[src/rtl/maria_arb_pkg.sv]
`default_nettype none
// ============================================================================
// Module      : maria_arb_pkg
// Description : Shared types and default constants for the Maria bus arbiter:
//               arbiter state encoding, DMA owner encoding and a small helper
//               for the owner hand-over in RELEASE.
// Revision    : 1.0 - initial release
// ============================================================================
package maria_arb_pkg;

    // Arbiter sequencing states
    typedef enum logic [1:0] {
        IDLE    = 2'd0,
        HALT    = 2'd1,
        GRANT   = 2'd2,
        RELEASE = 2'd3
    } arb_state_t;

    // Which DMA engine currently owns (or is about to own) the bus
    typedef enum logic {
        OWN_ZP = 1'b0,
        OWN_DP = 1'b1
    } owner_t;

    // Default timing constants
    localparam int unsigned C_HALT_SETUP = 2;    // pclk_2 falls before first grant
    localparam int unsigned C_TURNAROUND = 1;    // dead cycles between owners
    localparam int unsigned C_MAX_GRANT  = 512;  // grant length that raises a kill
    localparam int unsigned C_CNT_W      = 10;   // grant counter width

    // The requester that is not the current owner
    function automatic owner_t other_owner(input owner_t o);
        return (o == OWN_ZP) ? OWN_DP : OWN_ZP;
    endfunction

endpackage : maria_arb_pkg
`default_nettype wire

[src/rtl/phi2_edge_counter.sv]
`default_nettype none
// ============================================================================
// Module      : phi2_edge_counter
// Description : Detects falling edges of the CPU phase-2 clock (already in the
//               sysclk domain) against a registered copy, and counts down
//               HALT_SETUP of them. 'done' is a combinational strobe on the
//               sysclk edge that sees the final falling edge, so the arbiter
//               can grant on that very edge.
// Revision    : 1.0 - initial release
// ============================================================================
module phi2_edge_counter #(
    parameter int unsigned HALT_SETUP = 2
) (
    input  logic sysclk,
    input  logic reset_b,
    input  logic pclk_2,
    input  logic clear,
    output logic done
);

    // Enough bits to hold HALT_SETUP itself (minimum one bit)
    localparam int unsigned CW = (HALT_SETUP < 2) ? 1 : $clog2(HALT_SETUP + 1);
    localparam logic [CW-1:0] LOAD = CW'(HALT_SETUP);

    logic          pclk_q;
    logic          pclk_d;
    logic [CW-1:0] remain_q;
    logic [CW-1:0] remain_d;
    logic          fall;

    // Edge detect and countdown; held at full count while cleared
    always_comb begin
        pclk_d   = pclk_2;
        fall     = pclk_q & ~pclk_2;
        done     = ~clear & fall & (remain_q == CW'(1));
        remain_d = remain_q;
        if (clear) begin
            remain_d = LOAD;
        end else if (fall && (remain_q != '0)) begin
            remain_d = remain_q - CW'(1);
        end
    end

    // Previous phase-2 sample and remaining-edge count
    always_ff @(posedge sysclk or negedge reset_b) begin
        if (!reset_b) begin
            pclk_q   <= 1'b0;
            remain_q <= LOAD;
        end else begin
            pclk_q   <= pclk_d;
            remain_q <= remain_d;
        end
    end

endmodule : phi2_edge_counter
`default_nettype wire

[src/rtl/maria_bus_arbiter.sv]
`default_nettype none
// ============================================================================
// Module      : maria_bus_arbiter
// Description : Owns the shared address bus between the 6502 and the Maria
//               DMA engine. Halts the CPU, waits HALT_SETUP phase-2 falling
//               edges, grants the bus to one DMA owner (ZP wins ties), then
//               returns it after a TURNAROUND gap, handing directly to the
//               other requester when one is waiting. Single source of halt_b
//               and drive_AB. All outputs are registered.
// Revision    : 1.0 - initial release
// ============================================================================
module maria_bus_arbiter
    import maria_arb_pkg::*;
#(
    parameter int unsigned HALT_SETUP = C_HALT_SETUP,
    parameter int unsigned TURNAROUND = C_TURNAROUND,  // must be >= 1
    parameter int unsigned MAX_GRANT  = C_MAX_GRANT,
    parameter int unsigned CNT_W      = C_CNT_W
) (
    input  logic             sysclk,
    input  logic             reset_b,
    input  logic             enable,
    input  logic             pclk_2,
    input  logic             zp_req,
    input  logic             dp_req,
    input  logic             zp_done,
    input  logic             dp_done,
    output logic             halt_b,
    output logic             drive_AB,
    output logic             zp_grant,
    output logic             dp_grant,
    output logic             dma_kill,
    output logic [CNT_W-1:0] grant_len
);

    // Turnaround counter holds TURNAROUND-1 down to 0 (minimum one bit)
    localparam int unsigned    TW      = (TURNAROUND < 3) ? 1 : $clog2(TURNAROUND);
    localparam logic [TW-1:0]  TURN_LD = TW'(TURNAROUND - 1);
    localparam logic [CNT_W-1:0] CNT_MAX = {CNT_W{1'b1}};
    localparam logic [CNT_W-1:0] KILL_AT = CNT_W'(MAX_GRANT - 1);

    arb_state_t       state_q,     state_d;
    owner_t           owner_q,     owner_d;
    logic             halt_b_q,    halt_b_d;
    logic             drive_ab_q,  drive_ab_d;
    logic             zp_grant_q,  zp_grant_d;
    logic             dp_grant_q,  dp_grant_d;
    logic             dma_kill_q,  dma_kill_d;
    logic             killed_q,    killed_d;
    logic [CNT_W-1:0] cnt_q,       cnt_d;
    logic [CNT_W-1:0] grant_len_q, grant_len_d;
    logic [TW-1:0]    turn_q,      turn_d;

    logic             setup_done;
    logic             owner_req;
    logic             owner_done;
    logic             other_req;
    logic [CNT_W-1:0] cnt_inc;

    // Phase-2 falling-edge countdown, armed only while in HALT
    phi2_edge_counter #(
        .HALT_SETUP (HALT_SETUP)
    ) u_phi2_edge_counter (
        .sysclk  (sysclk),
        .reset_b (reset_b),
        .pclk_2  (pclk_2),
        .clear   (state_q != HALT),
        .done    (setup_done)
    );

    // Request/done routing relative to the current owner, and saturating count
    always_comb begin
        owner_req  = (owner_q == OWN_ZP) ? zp_req  : dp_req;
        owner_done = (owner_q == OWN_ZP) ? zp_done : dp_done;
        other_req  = (owner_q == OWN_ZP) ? dp_req  : zp_req;
        cnt_inc    = (cnt_q == CNT_MAX) ? cnt_q : (cnt_q + CNT_W'(1));
    end

    // Next-state and next-output logic for the arbiter sequence
    always_comb begin
        state_d     = state_q;
        owner_d     = owner_q;
        halt_b_d    = halt_b_q;
        drive_ab_d  = drive_ab_q;
        zp_grant_d  = zp_grant_q;
        dp_grant_d  = dp_grant_q;
        dma_kill_d  = 1'b0;
        killed_d    = killed_q;
        cnt_d       = cnt_q;
        grant_len_d = grant_len_q;
        turn_d      = turn_q;

        case (state_q)
            IDLE: begin
                halt_b_d   = 1'b1;
                drive_ab_d = 1'b0;
                zp_grant_d = 1'b0;
                dp_grant_d = 1'b0;
                if (enable && (zp_req || dp_req)) begin
                    owner_d  = zp_req ? OWN_ZP : OWN_DP;
                    halt_b_d = 1'b0;
                    state_d  = HALT;
                end
            end

            HALT: begin
                // A withdrawn request aborts before any grant is issued
                if (!owner_req) begin
                    halt_b_d = 1'b1;
                    state_d  = IDLE;
                end else if (setup_done) begin
                    drive_ab_d = 1'b1;
                    zp_grant_d = (owner_q == OWN_ZP);
                    dp_grant_d = (owner_q == OWN_DP);
                    cnt_d      = '0;
                    killed_d   = 1'b0;
                    state_d    = GRANT;
                end
            end

            GRANT: begin
                // Losing enable ends the grant exactly like a done pulse
                if (owner_done || !enable) begin
                    drive_ab_d  = 1'b0;
                    zp_grant_d  = 1'b0;
                    dp_grant_d  = 1'b0;
                    grant_len_d = cnt_inc;
                    turn_d      = TURN_LD;
                    state_d     = RELEASE;
                end else begin
                    cnt_d = cnt_inc;
                    if ((cnt_inc == KILL_AT) && !killed_q) begin
                        dma_kill_d = 1'b1;
                        killed_d   = 1'b1;
                    end
                end
            end

            RELEASE: begin
                if (turn_q != '0) begin
                    turn_d = turn_q - TW'(1);
                end else if (enable && other_req) begin
                    // Direct hand-over: CPU is already halted, skip setup wait
                    owner_d    = other_owner(owner_q);
                    drive_ab_d = 1'b1;
                    zp_grant_d = (owner_q == OWN_DP);
                    dp_grant_d = (owner_q == OWN_ZP);
                    cnt_d      = '0;
                    killed_d   = 1'b0;
                    state_d    = GRANT;
                end else begin
                    halt_b_d = 1'b1;
                    state_d  = IDLE;
                end
            end

            default: begin
                halt_b_d   = 1'b1;
                drive_ab_d = 1'b0;
                zp_grant_d = 1'b0;
                dp_grant_d = 1'b0;
                state_d    = IDLE;
            end
        endcase
    end

    // State and registered outputs; reset drops the bus immediately
    always_ff @(posedge sysclk or negedge reset_b) begin
        if (!reset_b) begin
            state_q     <= IDLE;
            owner_q     <= OWN_ZP;
            halt_b_q    <= 1'b1;
            drive_ab_q  <= 1'b0;
            zp_grant_q  <= 1'b0;
            dp_grant_q  <= 1'b0;
            dma_kill_q  <= 1'b0;
            killed_q    <= 1'b0;
            cnt_q       <= '0;
            grant_len_q <= '0;
            turn_q      <= '0;
        end else begin
            state_q     <= state_d;
            owner_q     <= owner_d;
            halt_b_q    <= halt_b_d;
            drive_ab_q  <= drive_ab_d;
            zp_grant_q  <= zp_grant_d;
            dp_grant_q  <= dp_grant_d;
            dma_kill_q  <= dma_kill_d;
            killed_q    <= killed_d;
            cnt_q       <= cnt_d;
            grant_len_q <= grant_len_d;
            turn_q      <= turn_d;
        end
    end

    assign halt_b    = halt_b_q;
    assign drive_AB  = drive_ab_q;
    assign zp_grant  = zp_grant_q;
    assign dp_grant  = dp_grant_q;
    assign dma_kill  = dma_kill_q;
    assign grant_len = grant_len_q;

endmodule : maria_bus_arbiter
`default_nettype wire

[config.mk]
export PLATFORM = sky130hd
export DESIGN_NAME = maria_bus_arbiter
export DESIGN_NICKNAME = d
export VERILOG_FILES = /design/src/rtl/maria_arb_pkg.sv /design/src/rtl/phi2_edge_counter.sv /design/src/rtl/maria_bus_arbiter.sv
export SDC_FILE = /design/constraint.sdc
export NUM_CORES = 1
export LEC_CHECK = 0
export ABC_AREA = 0
export BUFFER_PORTS_ARGS = -buffer_cell sky130_fd_sc_hd__buf_4
export CORE_MARGIN = 2
export CORE_UTILIZATION = 50
export CTS_BUF_LIST = sky130_fd_sc_hd__clkbuf_2
export DETAILED_ROUTE_END_ITERATION = 16
export GPL_ROUTABILITY_DRIVEN = 1
export PLACE_DENSITY = 0.74
export SETUP_SLACK_MARGIN = 0.15
export SYNTH_ARGS = -nofsm -noshare
export SYNTH_HDL_FRONTEND = slang
export SYNTH_HIERARCHICAL = 1
export SYNTH_SLANG_ARGS = --single-unit
[constraint.sdc]
create_clock -name sysclk -period 2.5 [get_ports sysclk]
set_input_delay 0.125 -clock sysclk [delete_from_list [all_inputs] [get_ports sysclk]]
set_output_delay 0.125 -clock sysclk [all_outputs]
set_load 0.05 [all_outputs]
==> impl_metrics.ini, run 1 <==
[run_status]
status = complete, no violations

[yosys]
yosys-top-cells-count = dfrtp_1, nand2_1, o21ai_0, nor2_1
synthFlopType = dfrtp_1
yosysTopAreaCellShare_pct = 41.3
yosys.cell_count.top_type = dfrtp_1
synth_edf_count = 0
synth.avg_cell_area_sq_um = 9.08
synth.net_count = 211
netlist_top_cells_area = dfrtp_1, nand2_1, o21ai_0
synth_top_area_cell = dfrtp_1
synth_cells = 200
netlist_area_sq_mm = 0.00182
yosys_warnings = 6
async_flop_share_pct = 100
synth-seq-area-share_pct = 44.2
ys_ff_latch = 32
yosys.cell_types.count = 50

[global_route]
antenna_found_initial = 0
grt.overflow.total = 0
grt_pass1_wl_microns = 6180
grt_pass1_vias = 1409
track_usage_pct = 19.3
grt_max_degree = 33

[sta]
post-route-min-period_ns = 2.08
setup_violations = 0
hold_viol_final = 0
fmax_ghz = 0.482
fin_setup_tns_ns = 0
finalCritPeriodShare_pct = 83.0
worst_clock_skew_ns = 0.0280
slew_headroom_pct = 74.1
tightest_slew_ns = 0.388
slew_violations = 0
grt_setup_unrepaired = false

[drt]
drc_errors = 0
initialDrtViolationCount = 82
routedWlPerCell_microns = 14.0
ant_nets = 0
drt-total-wl_microns = 3760
vias_per_cell = 5.78
drtPass1Iterations = 4
num_vias = 1554

[floorplanning]
start_util_pct = 53.2
io_pins = 23
core-area_sq_mm = 0.00342
dieHeight_microns = 64.3
fp-row-count = 21
die_w_microns = 64.3
die_area_sq_mm = 0.00413

[power]
powerDensity_mw_per_mm2 = 709
ir_drop_uv = 518
power_leakage_nw = 0.917
p_total_mw = 1.48

[worst_hold_path]
hp-class = input port to register
worstHoldPathCells = 3

[clock_network]
cts_resized = 0
cts-root-buf = clkbuf_2
clk_latency_ns = 0.39
clock-sinks = 32
cts_tree = built
clk_path_buf_depth = 2
htree_levels = 2
cts_buffers = 5
path_clk_slew_ns = 0.17

[finish]
synthToLayoutAreaGrowth_pct = 14.7
nets = 233
register_area_sq_um = 803
fillCellCount = 298
drive_gt1_share_pct = 19.7
instances_no_fill = 269
multi_input_area_sq_um = 908
n_antenna_cell = 0

[place]
dp_cells = 259
dpl.hpwl_microns = 2680
finalWeightedCongestion = 0.873
port_buffers = 22

[setup_path]
end_kind = register
r2r_slack_ns = 0.42
criticalPathCategory = register to register
critPathLaunch = state_q[1]
r2r-end = cnt_q[0]
cp-endpoint = cnt_q[0]
startpoint_type = register
cp.required_ns = 2.77
r2r_start = state_q[1]
reg2reg_depth = 9
cp.arrival_ns = 2.34
path_max_fanout = 7

[run]
cap_violations = 0
==> cell families (layout without fill, tap and decap cells) <==
logic type | Yosys count | in the layout | share of synthesized area (%)
DFF | 32 | 32 | 44.2
AOI/OAI and AO/OA | 51 | 51 | 17.8
buffers and inverters | 22 | 45 | 5.78
adders and majority gates | 3 | 3 | 2.07
and+or+nand+nor | 78 | 78 | 22.4
xor gates and xnor gates | 5 | 5 | 2.41
muxes | 9 | 9 | 5.30
==> how the worst min path moves through the flow <==
stage	slack (ns)	startpoint	end
after floorplan	-0.17	reset_b	cnt_q[0]
after global placement	0.08	reset_b	grant_len[3]
after detailed placement	0.08	reset_b	grant_len[2]
after CTS	0.04	dp_req	owner_q
after global routing	0.03	dp_req	owner_q
final	0.07	dp_req	owner_q
==> cell usage in the layout, fill, tap and decap left out, types with 2 or more instances in the layout <==
| master | n |
|---|---|
| dfrtp_1 | 30 |
| buf_4 | 26 |
| nand2_1 | 25 |
| o21ai_0 | 17 |
| nor2_1 | 16 |
| inv_1 | 9 |
| a21oi_1 | 9 |
| nor3_1 | 8 |
| nand3_1 | 7 |
| mux2i_1 | 7 |
| clkbuf_2 | 6 |
| o22ai_1 | 5 |
| a31oi_1 | 5 |
| and3_1 | 3 |
| xnor2_1 | 3 |
| a311oi_1 | 3 |
| ha_1 | 3 |
| or3_1 | 2 |
| nor3b_1 | 2 |
| xor2_1 | 2 |
| nand4_1 | 2 |
| o31ai_1 | 2 |
| dfstp_2 | 2 |
| dlygate4sd3_1 | 2 |
| nor2b_1 | 2 |
==> report_power, final <==
| part | leakage (nW) | switching [mW] | internal, mW | total, mW |
|---|---|---|---|---|
| Sequential | 0.429 | 0.0786 | 0.590 | 0.669 |
| Combinational | 0.445 | 0.281 | 0.172 | 0.453 |
| Clock | 0.0430 | 0.182 | 0.172 | 0.355 |
| Total | 0.917 | 0.542 | 0.934 | 1.48 |
==> cell type report <==
| cell class | instances | share of cell area (%) |
|---|---|---|
| inverters | 9 | 1.62 |
| flip-flops and latches | 32 | 38.6 |
| clock buffers | 6 | 1.44 |
| multi-input cells | 146 | 43.6 |
| well taps | 46 | 2.76 |
| clock inverters | 2 | 1.68 |
| repair buffers | 28 | 10.3 |
==> metal layers <==
metal | vias to the layer above | wire length [microns] | track usage (%)
met4 | 0 | 65 | 8.24
met2 | 66 | 1830 | 32.7
li1 | 754 | - | -
met3 | 12 | 219 | 4.23
met5 | - | 0 | 0
met1 | 722 | 1650 | 23.6
==> through the flow <==
stage / utilization (%) / cell area [sq um] / hold WS (ns) / setup WS (ns)
after floorplan: - / 1820 / -0.171 / 0.213
after global placement: 58.5 / 2000 / 0.0799 / 0.523
after detailed placement: 58.5 / 2000 / 0.0821 / 0.446
after CTS: 61.0 / 2080 / 0.0450 / 0.444
after global routing: 61.0 / 2080 / 0.0257 / 0.219
final: 61.0 / 2080 / 0.0676 / 0.424
==> flip-flops by register name, indices dropped and copies added (netlist names), 2 cells and up <==
name,cells
cnt_q,10
u_phi2_edge_counter/remain_q,2
grant_len,10
state_q,2
==> timing repair <==
item                                   in CTS  in global routing
buffers inserted                            0                  0
endpoints found under the hold margin      34                  0
hold buffers                                2                  0
==> critical path, cell delays in order (launching register included) <==
cell and delay, ns:
dfrtp_1 0.41, inv_1 0.15, nand2_1 0.14, nor4bb_1 0.38, inv_1 0.09, o32ai_2 0.27, buf_4 0.19, nand2_1 0.13
nand3_1 0.11, o21ai_0 0.08
Power figures use the tool's default switching activity.
==> run 2: changes to the inputs <==
==> constraint.sdc (replaced) <==
create_clock -name sysclk -period 1.9 [get_ports sysclk]
set_input_delay 0.095 -clock sysclk [delete_from_list [all_inputs] [get_ports sysclk]]
set_output_delay 0.095 -clock sysclk [all_outputs]
set_load 0.05 [all_outputs]
==> impl_metrics.ini, run 2 (synthesized netlist as in run 1, its figures left out) <==
[run_status]
status = complete, no violations

[clock_network]
clock-sinks = 32
cts_buffers = 5
path_clk_slew_ns = 0.17
htree_levels = 2
clk_latency_ns = 0.37
clk_path_buf_depth = 2
cts_tree = built
cts-root-buf = clkbuf_2

[drt]
num_vias = 1631
ant_nets = 0
vias_per_cell = 5.62
initialDrtViolationCount = 113
drc_errors = 0
drtPass1Iterations = 5
routedWlPerCell_microns = 15.1
drt-total-wl_microns = 4380

[worst_hold_path]
hp-class = input port to register

[place]
pre_cts_ws_ns = -0.0796
dpl.hpwl_microns = 3050
port_buffers = 22
finalWeightedCongestion = 0.860
placed_area_sq_mm = 0.00216

[power]
cell_internal_pwr_mw = 1.29
combPwrFrac_pct = 35.9
p_total_mw = 2.05
power_leakage_nw = 1.03
p_clk_share_pct = 23.2
switching_share_pct = 37.0
powerDensity_mw_per_mm2 = 888
p_seq_share_pct = 40.9
ir_drop_uv = 498
p_sw_mw = 0.759

[finish]
drive_gt1_share_pct = 30.7
multi_input_area_sq_um = 963
nets = 254
layout_commonest_cell = buf_4
register_area_sq_um = 805
n_antenna_cell = 0
fillCellCount = 289
synthToLayoutAreaGrowth_pct = 27.1
fin_area_sq_mm = 0.00231
mostFrequentLayoutCells = buf_4, dfrtp_1, nand2_1

[floorplanning]
die_area_sq_mm = 0.00413
start_util_pct = 53.2
dieHeight_microns = 64.3
fp-row-count = 21
core-area_sq_mm = 0.00342
die_w_microns = 64.3
io_pins = 23

[sta]
setup_violations = 0
worst_clock_skew_ns = 0.0158
slew_headroom_pct = 72.1
grt_setup_unrepaired = true
tightest_slew_ns = 0.407
post-route-min-period_ns = 1.83
hold_viol_final = 0
setup_slack_ns = 0.0728
slew_violations = 0
fmax_ghz = 0.547
finalCritPeriodShare_pct = 96.2
hold_ws_ns = 0.0437

[global_route]
grt.overflow.total = 0
track_usage_pct = 24.2
grt_pass1_wl_microns = 7670
grt_max_degree = 33
grt_pass1_vias = 1631
antenna_found_initial = 0

[setup_path]
end_kind = register
cp.required_ns = 2.16
criticalPathCategory = register to register
crit_buf_inv = 4
path_max_fanout = 6
cpMaxStageDelayCell = dfrtp_1
crit_path_frequent_cell = buf_6
max_stage_delay_ns = 0.42
cp.arrival_ns = 2.09
startpoint_type = register
crit_family = buffers and inverters
cp_cell_sequence = inv_2 > nand2_4 > nor4bb_4 > inv_1 > o32ai_4 > buf_6 > buf_6 > mux2i_1 > o22ai_1

[run]
cap_violations = 0
==> run 2: changes by cell type in the layout (fill, tap and decap cells not counted), moves of 2 or more <==
cell	previous run	this run
inv_2	0	2
buf_4	26	44
or3_1	2	0
inv_1	9	7
buf_6	0	3
or3_4	0	2
==> run 2: final cells by class <==
type	count	share of cell area, %
inverters	9	1.46
clock buffers	6	1.30
flip-flops and latches	32	34.9
well taps	46	2.49
clock inverters	2	1.52
multi-input cells	146	41.7
repair buffers	49	16.6
==> run 2: repair_timing <==
action / in CTS / in global routing
hold buffers: 2 / 0
endpoints found under the setup margin: 15 / 19
hold endpoints to repair: 34 / 0
pin swaps: 3 / 2
resized for setup: 7 / 5
setup buffers: 1 / 2
==> run 2: metrics by stage <==
| stage | util, % | std cells | TNS, ns |
|---|---|---|---|
| floorplan | - | 200 | 0 |
| global placement | 63.2 | 277 | 0 |
| detailed placement | 63.2 | 277 | -0.124 |
| CTS | 66.8 | 288 | 0 |
| global route | 67.6 | 290 | -0.178 |
| finish | 67.6 | 290 | 0 |
==> run 2: worst min-delay path, stage by stage <==
cell and delay (ns):
buf_4 0.12, a21oi_1 0.12, a211oi_1 0.05
==> run 2: path summary, 6_finish.rpt <==
check	startpoint	end	slack (ns)	depth (start not counted)
max	state_q[1]	zp_grant	0.07	9
min	dp_req	owner_q	0.04	3
max reg2reg	state_q[1]	zp_grant	0.07	9
min reg2reg	halt_b	halt_b	0.50	2
max in group asynchronous	reset_b	u_phi2_edge_counter/remain_q[1]	1.39	2
min in group asynchronous	reset_b	cnt_q[9]	0.17	2
==> run 2: per-layer routing <==
layer	share of wire, %	up-vias	track usage (%)
met5	0	-	0
met4	0.71	0	8.51
met3	5.6	4	5.99
met2	49	65	36.8
met1	45	763	33.6
li1	-	799	-
==> run 2: power groups by stage <==
| stage | Clock, mW | Combinational [mW] | Sequential, mW |
|---|---|---|---|
| after floorplan | 0 | 0.383 | 0.989 |
| after global placement | 0 | 0.686 | 0.843 |
| after detailed placement | 0 | 0.715 | 0.850 |
| after CTS | 0.488 | 0.730 | 0.836 |
| after global routing | 0.517 | 0.804 | 0.846 |
| final | 0.475 | 0.736 | 0.837 |
==> run 3: changes to the inputs <==
--- a/config.mk
+++ b/config.mk
@@ -7,12 +7,14 @@
 export LEC_CHECK = 0
 export ABC_AREA = 0
 export BUFFER_PORTS_ARGS = -buffer_cell sky130_fd_sc_hd__buf_4
+export CELL_PAD_IN_SITES_DETAIL_PLACEMENT = 0
+export CELL_PAD_IN_SITES_GLOBAL_PLACEMENT = 2
 export CORE_MARGIN = 2
-export CORE_UTILIZATION = 50
+export CORE_UTILIZATION = 33
 export CTS_BUF_LIST = sky130_fd_sc_hd__clkbuf_2
 export DETAILED_ROUTE_END_ITERATION = 16
 export GPL_ROUTABILITY_DRIVEN = 1
-export PLACE_DENSITY = 0.74
+export PLACE_DENSITY = 0.78
 export SETUP_SLACK_MARGIN = 0.15
 export SYNTH_ARGS = -nofsm -noshare
 export SYNTH_HDL_FRONTEND = slang
==> impl_metrics.ini, run 3 (synthesized netlist as in run 1, its figures left out) <==
[run_status]
status = complete, no violations

[sta]
post-route-min-period_ns = 1.85
finalCritPeriodShare_pct = 97.2
slew_violations = 0
setup_violations = 0
fmax_ghz = 0.541
hold_ws_ns = 0.159
fin_setup_tns_ns = 0
slew_headroom_pct = 70.4
hold_viol_final = 0
grt_setup_unrepaired = true
worst_clock_skew_ns = 0.0332
setup_slack_ns = 0.0530
tightest_slew_ns = 0.442

[drt]
drt-total-wl_microns = 4690
num_vias = 1662
initialDrtViolationCount = 89
vias_per_cell = 5.01
drc_errors = 0
drtPass1Iterations = 4
routedWlPerCell_microns = 14.1
ant_nets = 0

[clock_network]
clk_path_buf_depth = 2
clk_latency_ns = 0.39
cts-root-buf = clkbuf_2
clock-sinks = 32
path_clk_slew_ns = 0.19
htree_levels = 2
cts_buffers = 5
cts_tree = built

[finish]
drive_gt1_share_pct = 38.1
layout_commonest_cell = buf_4
instances_no_fill = 332
nets = 270
n_antenna_cell = 0
fin_area_sq_mm = 0.00258
utilization_pct = 47.8
synthToLayoutAreaGrowth_pct = 42.1
fillCellCount = 545
mostFrequentLayoutCells = buf_4, dfrtp_1, nand2_1

[setup_path]
max_stage_delay_ns = 0.43
cp.arrival_ns = 2.10
r2r-end = cnt_q[8]
cpMaxStageDelayCell = dfrtp_1
critPathLaunch = state_q[1]
cp_cell_sequence = inv_2 > nand2_4 > nor4bb_4 > inv_1 > o32ai_4 > and2_4 > buf_12 > nor3_1
end_kind = register
path_max_fanout = 5
criticalPathCategory = register to register
r2r_start = state_q[1]
cp-endpoint = cnt_q[8]
startpoint_type = register
r2r_slack_ns = 0.05
reg2reg_depth = 8
cp.required_ns = 2.16

[place]
port_buffers = 22
finalWeightedCongestion = 0.722
placed_area_sq_mm = 0.00226
pre_cts_ws_ns = -0.00343
dp_cells = 311
dpl.hpwl_microns = 3160

[floorplanning]
io_pins = 23
die_area_sq_mm = 0.00611
start_util_pct = 33.6
dieHeight_microns = 78.2
core-area_sq_mm = 0.00541
die_w_microns = 78.2
fp-row-count = 27

[global_route]
grt_max_degree = 33
track_usage_pct = 15.5
grt_pass1_wl_microns = 7400
grt_pass1_vias = 1472
antenna_found_initial = 0
grt.overflow.total = 0

[power]
power_leakage_nw = 1.13
p_total_mw = 2.15
ir_drop_uv = 408
powerDensity_mw_per_mm2 = 831

[worst_hold_path]
hp-class = input port to async pin

[run]
cap_violations = 0
==> run 3: area by class of cell <==
type                    count  area, sq um  area share [%]
flip-flops and latches     32          803            31.1
clock inverters             2         35.0            1.36
inverters                   9         33.8            1.31
repair buffers             64          533            20.6
multi-input cells         147         1060            40.9
well taps                  72         90.1            3.49
clock buffers               6         30.0            1.16
==> run 3: power breakdown <==
part / internal [mW] / switching [mW]
sequential: 0.777 / 0.0564
combinational: 0.351 / 0.484
clock: 0.227 / 0.251
==> run 3: worst max-delay path, delay by kind of cell (launching register included) <==
kind	cells	cell delay (ns)
AO/OA/AOI/OAI	1	0.35
flip-flops	1	0.43
AND/OR/NAND/NOR	4	0.61
buffers and inverters	3	0.31
==> run 3: what timing repair did <==
action,in CTS,in global routing
pin swaps,5,10
hold buffers,3,2
cloned,1,1
endpoints found under the setup margin,17,26
buffers inserted,4,2
endpoints found under the hold margin,35,1
gates resized for setup,5,23
==> run 3: worst min-delay path by stage <==
stage	start	to	slack (ns)	cells past startpoint
finish	reset_b	zp_grant	0.16	2
global route	reset_b	u_phi2_edge_counter/pclk_q	0.14	2
CTS	zp_req	owner_q	0.01	4
detailed placement	reset_b	owner_q	0.07	1
global placement	reset_b	dp_grant	0.07	1
floorplan	reset_b	cnt_q[0]	-0.20	0
==> run 3: metal layers <==
metal | wire (microns) | up-vias | GRT usage [%] | share of wire (%)
met3 | 177 | 5 | 3.79 | 3.8
met4 | 54 | 0 | 4.74 | 1.2
met2 | 2060 | 32 | 22.5 | 44
met5 | 0 | - | 0 | 0
li1 | - | 833 | - | -
met1 | 2390 | 792 | 22.7 | 51
